File: src/rtl/pipe_mux_reg_if.sv
// Operand/select/handshake bundle for pipe_mux_reg.
// slave is the block's view; master is the driver's view.
interface pipe_mux_reg_if #(
   parameter int unsigned WIDTH = 32,
   parameter int unsigned N_IN  = 4
);
   localparam int unsigned SEL_W = $clog2(N_IN);

   logic [N_IN*WIDTH-1:0] mux_i;
   logic [SEL_W-1:0]      sel_i;
   logic                  valid_i;
   logic                  ready_o;
   logic                  flush_i;
   logic [WIDTH-1:0]      mux_o;
   logic                  valid_o;
   logic                  ready_i;

   modport slave (
      input  mux_i, sel_i, valid_i, flush_i, ready_i,
      output ready_o, mux_o, valid_o
   );

   modport master (
      output mux_i, sel_i, valid_i, flush_i, ready_i,
      input  ready_o, mux_o, valid_o
   );
endinterface

File: src/rtl/pipe_mux_reg.sv
// N-way operand select captured into a registered valid/ready output stage
// with a 2-entry skid buffer so ready_o can be a flop.
module pipe_mux_reg #(
   parameter int unsigned     WIDTH   = 32,
   parameter int unsigned     N_IN    = 4,
   parameter logic [WIDTH-1:0] RST_VAL = '0
) (
   input  logic           clk_i,
   input  logic           rst_ni,
   pipe_mux_reg_if.slave  bus
);
   typedef enum logic [1:0] {StEmpty, StOne, StFull} state_e;

   state_e           state_q, state_d;
   logic [WIDTH-1:0] main_q, main_d;
   logic [WIDTH-1:0] skid_q, skid_d;
   logic             ready_q, ready_d;
   logic [WIDTH-1:0] sel_data;
   logic             accept, pop;

   // Out-of-range selects fall through to RST_VAL.
   always_comb begin
      sel_data = RST_VAL;
      for (int unsigned k = 0; k < N_IN; k++) begin
         if (32'(bus.sel_i) == k) sel_data = bus.mux_i[k*WIDTH +: WIDTH];
      end
   end

   assign accept = bus.valid_i & ready_q;
   assign pop    = (state_q != StEmpty) & bus.ready_i;

   always_ff @(posedge clk_i or negedge rst_ni) begin
      if (!rst_ni) begin
         state_q <= StEmpty;
         main_q  <= RST_VAL;
         skid_q  <= RST_VAL;
         ready_q <= 1'b1;
      end else begin
         state_q <= state_d;
         main_q  <= main_d;
         skid_q  <= skid_d;
         ready_q <= ready_d;
      end
   end

   always_comb begin
      state_d = state_q;
      main_d  = main_q;
      skid_d  = skid_q;
      unique case (state_q)
         StEmpty: begin
            if (accept) begin
               state_d = StOne;
               main_d  = sel_data;
            end
         end
         StOne: begin
            if (accept && pop) begin
               main_d = sel_data;
            end else if (accept) begin
               state_d = StFull;
               skid_d  = sel_data;
            end else if (pop) begin
               state_d = StEmpty;
            end
         end
         StFull: begin
            if (pop) begin
               state_d = StOne;
               main_d  = skid_q;
            end
         end
         default: state_d = StEmpty;
      endcase
      // Flush drops held and incoming items; main keeps its stale value.
      if (bus.flush_i) begin
         state_d = StEmpty;
         main_d  = main_q;
         skid_d  = skid_q;
      end
      ready_d = (state_d != StFull);
   end

   always_comb begin
      bus.valid_o = (state_q != StEmpty);
      bus.ready_o = ready_q;
      bus.mux_o   = main_q;
   end
endmodule

File: src/flat_wrapper.sv
// flat-port wrapper written by rule: the top's interface ports become plain ports
module pipe_mux_reg_flat 
#(
   parameter int unsigned     WIDTH   = 32,
   parameter int unsigned     N_IN    = 4,
   parameter logic [WIDTH-1:0] RST_VAL = '0
)
  (clk_i, rst_ni, bus_mux_i, bus_sel_i, bus_valid_i, bus_flush_i, bus_ready_i, bus_ready_o, bus_mux_o, bus_valid_o);
  pipe_mux_reg_if #(.WIDTH(WIDTH), .N_IN(N_IN)) bus_i ();
  input  logic clk_i;
  input  logic rst_ni;
  input wire logic [$bits(bus_i.mux_i)-1:0] bus_mux_i;
  input wire logic [$bits(bus_i.sel_i)-1:0] bus_sel_i;
  input wire logic [$bits(bus_i.valid_i)-1:0] bus_valid_i;
  input wire logic [$bits(bus_i.flush_i)-1:0] bus_flush_i;
  input wire logic [$bits(bus_i.ready_i)-1:0] bus_ready_i;
  output wire logic [$bits(bus_i.ready_o)-1:0] bus_ready_o;
  output wire logic [$bits(bus_i.mux_o)-1:0] bus_mux_o;
  output wire logic [$bits(bus_i.valid_o)-1:0] bus_valid_o;
  assign bus_i.mux_i = bus_mux_i;
  assign bus_i.sel_i = bus_sel_i;
  assign bus_i.valid_i = bus_valid_i;
  assign bus_i.flush_i = bus_flush_i;
  assign bus_i.ready_i = bus_ready_i;
  assign bus_ready_o = bus_i.ready_o;
  assign bus_mux_o = bus_i.mux_o;
  assign bus_valid_o = bus_i.valid_o;
  pipe_mux_reg #(.WIDTH(WIDTH), .N_IN(N_IN), .RST_VAL(RST_VAL)) u_core (.clk_i(clk_i), .rst_ni(rst_ni), .bus(bus_i));
endmodule
File: config.mk
export PLATFORM = sky130hd
export DESIGN_NAME = pipe_mux_reg_flat
export DESIGN_NICKNAME = d
export VERILOG_FILES = /design/src/rtl/pipe_mux_reg_if.sv /design/src/rtl/pipe_mux_reg.sv /design/src/flat_wrapper.sv
export SDC_FILE = /design/constraint.sdc
export NUM_CORES = 1
export LEC_CHECK = 0
export CORE_UTILIZATION = 45
export CTS_CLUSTER_SIZE = 30
export DETAILED_ROUTE_END_ITERATION = 10
export HOLD_SLACK_MARGIN = 0.15
export PLACE_DENSITY = 0.82
export SYNTH_ARGS = -nofsm -noshare
export SYNTH_HDL_FRONTEND = slang
export SYNTH_SLANG_ARGS = --single-unit
File: constraint.sdc
create_clock -name clk_i -period 3.5 [get_ports clk_i]
set_input_delay 0.525 -clock clk_i [delete_from_list [all_inputs] [get_ports clk_i]]
set_output_delay 0.525 -clock clk_i [all_outputs]
set_load 0.005 [all_outputs]
======== Yosys cells after proc, flatten, opt, wreduce, memory -nomap -nowiden ========
Cells that the tools add are included.
word-level totals
  input port bits ......................... 135
  word-level logic and storage cells ...... 39
  flip-flop bits (word level) ............. 67
cells by class
  bitwise operators ....................... 4
  eq/ne operators ......................... 9
  multiplexer cells ....................... 15
  reductions and logical operators ........ 7
operator list
  cell                                            number
  two-way mux 32 bit                              7
  one-hot mux 32 bit (3 select lines)             1
  two-way mux 2 bit                               6
  == test 2 bit (second input constant)           3
  != test 2 x 1 -> 1 bit (second input constant)  3
  one-hot mux 2 bit (3 select lines)              1
  AND reduction 5 bit                             1
  == test 2 x 1 -> 1 bit (second input constant)  2
  zero test 2 bit                                 2
  AND reduction 4 bit                             1
  nonzero test 3 bit                              1
  AND 1 bit                                       2
  != test 2 bit (second input constant)           1
  inverter 1 bit                                  2
  nonzero test 2 bit                              1
  logical AND 1 bit                               1

======== Logic depth before layout (Yosys ltp) ========
  word-level depth ........................ 8
  depth in mapped cells ................... 7
  gate-level depth less buffers ........... 4

======== Worst setup path before layout ========
No wires, ideal clock.
  path kind ............................... input to register
  start point ............................. in bus_sel_i[0]
  end point ............................... reg u_core.main_q[10], in the netlist u_core.bus.mux_o[10]
  path buffers ............................ 2
  cell stages on the path ................. 5
  arrival time ............................ 1.593 ns
  path slack .............................. 1.782 ns
  path through ............................ buf_2 -> buf_2 -> mux2i_1 -> a221oi_2 -> mux2_2
on the way
  word-level cells in the longest chain between the ends .. 7
  elaborated cells on any way between the ends .. 11
  classes of those cells .................. 3 x eq/ne; 7 x mux; 1 x reduce/logical
RTL lines
  item                                          line                                    RTL
  from (decl)                                   flat_wrapper.sv:13                      input wire logic [$bits(bus_i.sel_i)-1:0] bus_sel_i;
  zero test 2 bit                               pipe_mux_reg.sv:25                      if (32'(bus.sel_i) == k) sel_data = bus.mux_i[k*WIDTH +: WIDTH];
  two-way mux 32 bit (3 in a row)               pipe_mux_reg.sv:25
  two-way mux 32 bit *                          pipe_mux_reg.sv:25
  two-way mux 32 bit, on equally long branches  pipe_mux_reg.sv:58, pipe_mux_reg.sv:52
  one-hot mux 32 bit (3 select lines) *         pipe_mux_reg.sv:50                      unique case (state_q)
  to (signal assigned)                          pipe_mux_reg.sv:40                      main_q <= main_d;
  to (decl)                                     pipe_mux_reg.sv:15                      logic [WIDTH-1:0] main_q, main_d;
Every way passes the cells marked *; elsewhere a longest branch is shown, timed or not. The select of a mux whose other input is x is not followed.
A chain may end at the register's enable or synchronous reset.

======== Worst setup path after layout ========
  start point ............................. reg u_core.state_q[1]
  end point ............................... reg u_core.main_q[21], in the netlist u_core.bus.mux_o[21]
on the way
  word-level cells in the longest chain between the ends .. 5
  elaborated cells on any way between the ends .. 12
  classes of those cells .................. 5 x eq/ne; 1 x mux; 1 x bitwise; 5 x reduce/logical
RTL lines
  item                                     line                RTL
  from (decl)                              pipe_mux_reg.sv:14  state_e state_q, state_d;
  from (signal assigned)                   pipe_mux_reg.sv:34  state_q <= StEmpty;
  from (signal assigned)                   pipe_mux_reg.sv:39  state_q <= state_d;
  nonzero test 2 bit                       pipe_mux_reg.sv:30  assign pop = (state_q != StEmpty) & bus.ready_i;
  AND 1 bit                                pipe_mux_reg.sv:30
  logical AND 1 bit                        pipe_mux_reg.sv:58  if (accept && pop) begin
  != test 2 x 1 -> 1 bit (no source line)  -
  AND reduction 5 bit (no source line)     -
Parallel ways exist; a longest one is shown, timed or not.

==> results.cfg <==
[finish]
nets = 662
drive_above_1_share_pct = 27.3
regArea_mm2 = 0.00168
final_cell_count_no_fill = 661
multi_input_area_mm2 = 0.00244
final_cell_mix = 165 x clkdlybuf4s50_1, 66 x dfrtp_1, 65 x mux2i_1, 64 x mux2_2, 34 x nand2_1
antenna_cells = 0
layout_commonest_cell = clkdlybuf4s50_1
stdcell_area_mm2 = 0.00619
final.fill_count = 752
syn_to_final_growth_pct = 42.3

[job]
max-cap-violations = 0

[placed_design]
portBuffers = 168
hpwl_mm = 7.86
placed_area_mm2 = 0.00603
place_congestion = 0.706
dpl.cell_count = 645

[floorplan]
initial_core_util_pct = 46.9
core.rowCount = 35
die_y_um = 100
die_area_mm2 = 0.0101
core_area_mm2 = 0.00928
io_pins = 169
die_w_um = 100

[sta]
relSlewSlack_pct = 46.5
report.final.slew_viol_count = 0
rsz0062_at_grt = false
finalSetupViolations = 0
fin_skew_ns = 0.0116
finalCritPeriodShare_pct = 64.4
hold_slack_ns = 0.257
post-route-min-period_ns = 2.25
finalSetupTns_ns = 0
tightest_slew_ns = 0.802
max_freq_mhz = 444
hold_violations = 0

[global_routing]
track_usage_pct = 22.7
use_met3_pct = 4.81
antenna_found_initial = 0
global_route.usage.met1_pct = 26.1
grt_pass1_wl_mm = 17.7
overflow = 0
busiest_layer = met2
grt_pass1_vias = 3705
grt_max_degree = 66
grtUsageMet2_pct = 41.3

[setup_path]
crit_path_max_incr_delay_ns = 0.66
r2r_end = u_core.bus.mux_o[21]$_DFFE_PN0P_
worst-setup-path-type = flop to flop
endpoint = u_core.bus.mux_o[21]$_DFFE_PN0P_
path_cells = nand2b_1, and2_4, a221oi_2, mux2_2
cp.required_ns = 3.72
path_buf_inv = 0
crit_arrival_ns = 2.47
startpoint = u_core.state_q[1]$_DFF_PN0_
r2r_cells = 4
r2r_slack_ns = 1.25
cp_top_family = simple AND/OR/NAND/NOR gates
worstPathMaxFanout = 32
cp.depth = 4
reg2reg_from = u_core.state_q[1]$_DFF_PN0_
setup.worst_path.start_class = flop
end_kind = flop
slowest_stage = and2_4

[detailed_routing]
wl_per_cell_um = 16.3
drtPass1Iterations = 5
initialDrtViolationCount = 78
vias_per_cell = 5.30
drtAntennaViolNets = 0
wl_mm = 10.8
vias = 3504
drc = 0

[yosys]
synth.area.mux_share_pct = 31.5
ys_types = 26
synth_top_family_by_area = multiplexers
synthAdderAreaFrac_pct = 0
synth-xor-area-share_pct = 0
syn_area_per_cell_um2 = 11.7
synth_seq_area_share_pct = 38.6
synthSimpleGateAreaFrac_pct = 7.16
synth_seq_cells = 67
yosysWarnings = 0
syn_inst = 373
synth_area_mm2 = 0.00435
synth_compound_area_share_pct = 17.0
synth_fp_nets = 508

[cts]
numCtsBuffers = 9
post-cts-setup-buffers = 0
holdBufCountCts = 0
ctsHtreeMaxLevel = 3
cts_tree = done
clk_latency_ns = 0.35
path_clk_slew_ns = 0.07
cts-resized-gates = 0
cts_buffer_depth = 2
clock_sinks = 67
cts_root_buf = clkbuf_8

[power]
combinationalPowerShare_pct = 34.9
p_seq_share_pct = 43.1
switching_share_pct = 28.6
p_int_w = 0.00182
power.density_mw_per_mm2 = 412
p_clk_share_pct = 22.0
p_sw_w = 0.000731
static-leakage-power_nw = 2.64
peakVddDrop_mv = 0.199

[run_status]
status = finished, final reports clean

[worst_hold_path]
min_path_type = input pin to async pin
[per-stage QoR]
step / setup WS, ns / power [W] / utilization [%]
floorplan: 1.78 / 0.00154 / -
global placement: 1.01 / 0.00197 / 64.9
detailed placement: 0.920 / 0.00201 / 64.9
CTS: 1.16 / 0.00258 / 66.7
global route: 1.04 / 0.00269 / 66.7
finish: 1.25 / 0.00255 / 66.7
[synth_stat cells]
cell	n	area (um^2)
nor2b_2	1	8.76
o21bai_1	1	7.51
and2_4	1	8.76
mux2_2	64	721
o22a_1	1	8.76
clkbuf_1	7	26.3
and3b_1	1	8.76
mux2i_1	65	651
o21ai_2	18	158
a221oi_2	32	480
nand2b_1	1	6.26
buf_6	14	158
nor2_1	33	124
o31a_1	1	8.76
o21a_1	1	7.51
nor2b_1	1	6.26
or2_2	1	6.26
inv_1	1	3.75
dfrtp_1	66	1650
or4b_1	1	10.0
dfstp_2	1	26.3
nor3_1	1	5.00
buf_4	1	7.51
buf_2	11	55.1
o21ai_1	14	70.1
nand2_1	34	128
[power by group through the flow]
stage / clock (W) / combinational (W) / sequential [W]
after floorplan: 0 / 0.000445 / 0.00110
after global placement: 0 / 0.000873 / 0.00110
after detailed placement: 0 / 0.000901 / 0.00111
after CTS: 0.000577 / 0.000904 / 0.00110
after global routing: 0.000605 / 0.000965 / 0.00112
final: 0.000563 / 0.000891 / 0.00110
[sequential cells by signal (all words and copies together), names as in the netlist]
| name | flops |
|---|---|
| u_core.bus.ready_o | 1 |
| u_core.bus.mux_o | 32 |
| u_core.skid_q | 32 |
| u_core.state_q | 2 |
[layout make-up]
type                            count  share of cell area, %
Clock buffer                       13                   2.40
Clock inverter                      3                  0.283
Inverter                            1                 0.0606
Multi-Input combinational cell    272                   39.4
Sequential cell                    67                   27.1
Tap cell                          129                   2.61
Timing Repair Buffer              176                   28.1
[how the worst min path moves through the flow]
stage | from | to | depth (start not counted)
2_1_floorplan | rst_ni | u_core.bus.mux_o[0]$_DFFE_PN0P_ | 0
3_3_place_gp | u_core.skid_q[20]$_DFFE_PN0P_ | u_core.skid_q[20]$_DFFE_PN0P_ | 2
3_5_place_dp | u_core.skid_q[13]$_DFFE_PN0P_ | u_core.skid_q[13]$_DFFE_PN0P_ | 2
4_1_cts | rst_ni | u_core.bus.mux_o[22]$_DFFE_PN0P_ | 1
5_1_grt | rst_ni | u_core.bus.mux_o[22]$_DFFE_PN0P_ | 1
6_report | rst_ni | u_core.state_q[0]$_DFF_PN0_ | 1
[worst register-to-register path, cell delays in order, from the launching register on]
cell and delay (ns):
dfrtp_1 0.45, nand2b_1 0.58, and2_4 0.67, a221oi_2 0.15
mux2_2 0.28
[routing by layer]
metal	part of all wire [%]	wire length [um]
met5	0	0
met4	2.0	214
met3	5.3	571
met2	53	5680
met1	40	4320
[cells by family after synthesis]
logic type	after synthesis
DFF	67
buffers and inverters	34
and+or+nand+nor	75
AOI/OAI and AO/OA	68
muxes	129
No activity file was read; power rests on OpenSTA's default activity.
